[config.mk]
export PLATFORM = sky130hd
export DESIGN_NAME = muldiv_sequencer
export DESIGN_NICKNAME = d
export VERILOG_FILES = /design/src/rtl/muldiv_sequencer.sv
export SDC_FILE = /design/constraint.sdc
export NUM_CORES = 1
export LEC_CHECK = 0
export CAP_MARGIN = 20
export CORE_MARGIN = 10
export CORE_UTILIZATION = 38
export DETAILED_ROUTE_END_ITERATION = 8
export PLACE_DENSITY = 0.8
export SYNTH_ARGS = -nofsm -noshare
export SYNTH_HDL_FRONTEND = slang
export SYNTH_SLANG_ARGS = --single-unit
[constraint.sdc]
create_clock -name clock -period 1.5 [get_ports clock]
set_input_delay 0.45 -clock clock [delete_from_list [all_inputs] [get_ports clock]]
set_output_delay 0.45 -clock clock [all_outputs]
set_load 0.02 [all_outputs]
[src/rtl/muldiv_sequencer.sv]
// rtl/muldiv_sequencer.sv - mul/div sequencer: stalls the pipeline, starts the shared unit, writes back the result.
// Optional MULDIV_TIMEOUT_EN adds a WAIT watchdog that forces an exception writeback.
module muldiv_sequencer #(
`ifdef MULDIV_TIMEOUT_EN
  parameter int unsigned TIMEOUT      = 40,
`endif
  parameter logic [4:0]  MUL_ALUOP    = 5'b00110,
  parameter logic [4:0]  DIV_ALUOP    = 5'b00111,
  parameter logic [4:0]  RSTATUS_REG  = 5'd30,
  parameter logic [31:0] MUL_EXC_CODE = 32'd4,
  parameter logic [31:0] DIV_EXC_CODE = 32'd5
) (
  input  logic        clock,
  input  logic        reset,
  input  logic [4:0]  opcode,
  input  logic [4:0]  alu_op,
  input  logic [4:0]  rd,
  input  logic        md_ready,
  input  logic        md_exception,
  input  logic [31:0] md_result,
  output logic        ctrl_mult,
  output logic        ctrl_div,
  output logic        stall,
  output logic        busy,
  output logic        wb_en,
  output logic [4:0]  wb_reg,
  output logic [31:0] wb_data
);

  typedef enum logic [1:0] {IDLE, START, WAIT, WB} state_t;

  state_t      state_q, state_d;
  logic        kind_div_q, kind_div_d;
  logic [4:0]  rd_q, rd_d;
  logic [4:0]  wb_reg_q, wb_reg_d;
  logic [31:0] wb_data_q, wb_data_d;
  logic        ctrl_mult_q, ctrl_mult_d;
  logic        ctrl_div_q, ctrl_div_d;
  logic        busy_q, busy_d;
  logic        wb_en_q, wb_en_d;
  logic        stall_c;
  logic        is_md;
  logic [31:0] exc_code;

`ifdef MULDIV_TIMEOUT_EN
  localparam logic [5:0] WDOG_LAST = 6'(TIMEOUT - 1);
  logic [5:0] wdog_q, wdog_d;
`endif

  assign is_md    = (opcode == 5'd0) && ((alu_op == MUL_ALUOP) || (alu_op == DIV_ALUOP));
  assign exc_code = kind_div_q ? DIV_EXC_CODE : MUL_EXC_CODE;

  always_comb begin
    state_d    = state_q;
    kind_div_d = kind_div_q;
    rd_d       = rd_q;
    wb_reg_d   = wb_reg_q;
    wb_data_d  = wb_data_q;
    stall_c    = 1'b0;
`ifdef MULDIV_TIMEOUT_EN
    wdog_d     = wdog_q;
`endif
    case (state_q)
      IDLE: begin
        stall_c = is_md;
        if (is_md) begin
          rd_d       = rd;
          kind_div_d = (alu_op == DIV_ALUOP);
          state_d    = START;
        end
      end
      START: begin
        stall_c = 1'b1;
        state_d = WAIT;
`ifdef MULDIV_TIMEOUT_EN
        wdog_d  = 6'd0;
`endif
      end
      WAIT: begin
        stall_c = 1'b1;
        if (md_ready) begin
          state_d = WB;
          if (md_exception) begin
            wb_reg_d  = RSTATUS_REG;
            wb_data_d = exc_code;
          end else begin
            wb_reg_d  = rd_q;
            wb_data_d = md_result;
          end
        end
`ifdef MULDIV_TIMEOUT_EN
        // A late ready in the limit cycle still wins over the watchdog.
        else if (wdog_q == WDOG_LAST) begin
          state_d   = WB;
          wb_reg_d  = RSTATUS_REG;
          wb_data_d = exc_code;
        end else begin
          wdog_d = wdog_q + 6'd1;
        end
`endif
      end
      WB:      state_d = IDLE;
      default: state_d = IDLE;
    endcase

    // Strobes are decoded from the next state so they come straight off flops.
    ctrl_mult_d = (state_d == START) && !kind_div_d;
    ctrl_div_d  = (state_d == START) && kind_div_d;
    busy_d      = (state_d == START) || (state_d == WAIT);
    wb_en_d     = (state_d == WB) && (wb_reg_d != 5'd0);
  end

  always_ff @(posedge clock or negedge reset) begin
    if (!reset) begin
      state_q     <= IDLE;
      kind_div_q  <= 1'b0;
      rd_q        <= 5'd0;
      wb_reg_q    <= 5'd0;
      wb_data_q   <= 32'd0;
      ctrl_mult_q <= 1'b0;
      ctrl_div_q  <= 1'b0;
      busy_q      <= 1'b0;
      wb_en_q     <= 1'b0;
`ifdef MULDIV_TIMEOUT_EN
      wdog_q      <= 6'd0;
`endif
    end else begin
      state_q     <= state_d;
      kind_div_q  <= kind_div_d;
      rd_q        <= rd_d;
      wb_reg_q    <= wb_reg_d;
      wb_data_q   <= wb_data_d;
      ctrl_mult_q <= ctrl_mult_d;
      ctrl_div_q  <= ctrl_div_d;
      busy_q      <= busy_d;
      wb_en_q     <= wb_en_d;
`ifdef MULDIV_TIMEOUT_EN
      wdog_q      <= wdog_d;
`endif
    end
  end

  assign stall     = reset & stall_c;
  assign ctrl_mult = ctrl_mult_q;
  assign ctrl_div  = ctrl_div_q;
  assign busy      = busy_q;
  assign wb_en     = wb_en_q;
  assign wb_reg    = wb_reg_q;
  assign wb_data   = wb_data_q;

endmodule

==> results.yml <==
run_status:
  status: "finished with violations"
  violations: "negative setup slack"
setup_path:
  r2r_slack_ns: -0.28
  endpoint: "stall"
  r2r-end: "busy$_DFF_PN0_"
  cp.required_ns: 1.05
  r2r-start: "state_q[1]$_DFF_PN0_"
  cp-startpoint: "alu_op[4]"
  critPathArrivalTime_ns: 1.35
  crit_path_end_kind: "output pin"
  cp_max_fo: 2
  path_class: "input port to output pin"
  reg2reg_depth: 8
  start_kind: "input port"
drt:
  remaining_drc_errors: 0
  vias_per_cell: 4.630
  vias: 1815
  dr.pass1.iters: 4
  ant_nets: 0
  wl_mm: 5.857
  wl_per_cell_um: 14.94
  drtIter0Drc: 68
timing:
  tns_ns: -1.378
  rsz0062_at_grt: "true"
  final.min_clock_period_ns: 1.802
  slew_headroom: 0.5964
  worst_pin_slew_ns: 0.6054
  whs_ns: 0.2777
  fin_skew_ns: 0.007659
  hold_viol: 0
  maxSlewViolCount: 0
  setup_viol: 6
  period_share: 1.202
  clock.fmax_mhz: 554.8
  setup_slack_ns: -0.3025
cts:
  clk_latency_ns: 0.29
  numCtsBuffers: 5
  clk_pin_slew_ns: 0.09
  cts_sinks: 49
  ctsHoldBuffers: 0
  cts-root-buf: "clkbuf_8"
  cts_tree: "done"
  htreeDepth: 2
  clockBufferDepth: 2
power:
  leakage_nw: 1.689
  vdd_drop_max_v: 0.0008688
  p_per_area_mw_per_mm2: 1620
synthesis:
  synth_nets: 261
  netlist-cell-type-count: 24
  synth_flop_cell: "dfrtp_1"
  avgSynthCellArea_um2: 10.38
  yosysTopAreaCellShare: 0.5761
  yosys_warnings: 0
  yosysSeqAreaShare: 0.5761
  async_flop_share: 1.000
  synth_commonest_cells: "dfrtp_1, nand2_1, o21ai_0, nand2b_1"
  yosysMostFrequentCell: "dfrtp_1"
  synthTopCellsByArea: "dfrtp_1, nand2b_1, o21ai_0, nand2_1, mux2_2"
  synth.cell_area_mm2: 0.002128
  synth_edf_count: 0
  synth-seq-cells: 49
  synth_top_cell_by_area: "dfrtp_1"
  syn_inst: 205
floorplan:
  die_h_um: 94.84
  die_w_um: 94.84
  start_util: 0.3889
  core.rowCount: 27
  core_mm2: 0.005473
  dieArea_mm2: 0.008995
  num_io_pins: 93
cells_and_area:
  nets: 375
  antenna_cells: 0
  largest_reg_flops: 32
  syn_to_final_growth_pct: 63.02
  fillers: 476
  drive_gt1_frac: 0.2000
  fin_cells: 392
run:
  maxCapViolations: 0
global_routing:
  grt_max_degree: 50
  grt_pass1_vias: 1901
  antenna_found_initial: 0
  grt_pass1_wl_mm: 9.446
  grt_overflow: 0
  track_usage: 0.1301
place:
  dp_hpwl_mm: 4.386
  dpl.cell_count: 374
  place_congestion: 0.7454
  io_buffers: 92
hold_path:
  hp-class: "input port to asynchronous set/reset pin"
cells by family (layout without fill, tap and decap cells):
kind of cell             Yosys count  after routing  synth area share
AND/OR/NAND/NOR                   80             80            0.2052
AO/OA/AOI/OAI                     44             44            0.1135
multiplexers                       8              8           0.04115
buffers and inverters             19            134           0.03469
flip-flops                        49             49            0.5761
adder cells (fa/ha/maj)            5              5           0.02939
metrics by stage:
stage               setup WS (ns)  power [W]  cell area (um^2)  utilization
finish                    -0.3025   0.005621              3470       0.6340
global placement           -1.083   0.004561              3248       0.5935
detailed placement         -1.120   0.004633              3248       0.5935
floorplan                 -0.1456   0.003228              2165            -
global route              -0.3795   0.006023              3470       0.6340
CTS                       -0.3218   0.005509              3418       0.6246
layout make-up:
cell class / instances / area [um^2] / share of cell area
clock buffer: 7 / 86.33 / 0.02488
clock inverter: 1 / 30.03 / 0.008655
inverter: 7 / 26.28 / 0.007573
multi-input combinational: 137 / 929.6 / 0.2679
sequential: 49 / 1226 / 0.3534
tap: 72 / 90.09 / 0.02596
timing repair buffer: 119 / 1081 / 0.3116
layout by cell type, fill, tap and decap left out, types with 2 or more instances in the layout:
cell / netlist / layout
dfrtp_1: 49 / 49
clkdlybuf4s50_1: 0 / 41
nand2_1: 37 / 36
o21ai_0: 37 / 36
nand2b_1: 32 / 32
dlygate4sd2_1: 0 / 30
buf_4: 0 / 25
clkdlybuf4s15_1: 0 / 13
mux2_2: 6 / 6
clkbuf_8: 0 / 6
nor2_1: 5 / 5
inv_2: 0 / 4
buf_6: 0 / 4
inv_1: 7 / 3
ha_4: 0 / 3
buf_2: 2 / 3
o211ai_1: 2 / 2
clkbuf_2: 0 / 2
timing repair:
| item | 4_1_cts | 5_1_grt |
|---|---|---|
| endpoints found under the setup margin | 77 | 49 |
| gates resized for setup | 83 | 21 |
| pin swaps | 11 | 7 |
| setup buffers | 13 | 2 |
critical path, cell delays in order:
cell             delay (ns)
clkdlybuf4s15_1        0.17
and4bb_2               0.33
nand4b_4               0.13
a21oi_4                0.15
buf_6                  0.13
how the worst min path moves through the flow:
stage,from,end,slack [ns],depth (start not counted)
finish,reset,wb_data[2]$_DFFE_PN0P_,0.28,2
global route,reset,kind_div_q$_DFF_PN0_,0.33,2
CTS,reset,rd_q[3]$_DFFE_PN0P_,0.30,2
detailed placement,wb_data[12]$_DFFE_PN0P_,wb_data[12]$_DFFE_PN0P_,0.47,2
global placement,wb_data[11]$_DFFE_PN0P_,wb_data[11]$_DFFE_PN0P_,0.46,2
floorplan,reset,busy$_DFF_PN0_,0.15,0
power by group:
part / switching, W / total [W] / internal (W) / leakage (nW)
combinational: 0.00146 / 0.00272 / 0.00126 / 0.989
clock: 0.000412 / 0.000956 / 0.000544 / 0.0585
sequential: 0.000210 / 0.00194 / 0.00173 / 0.642
metal layers:
metal / routed length, um / up-vias / track usage
met5: 0 / - / 0
met4: 32 / 0 / 0.02743
met3: 568 / 4 / 0.06106
met2: 2845 / 68 / 0.2100
met1: 2411 / 841 / 0.1555
li1: - / 902 / -
(Power assumes the default switching activity.)
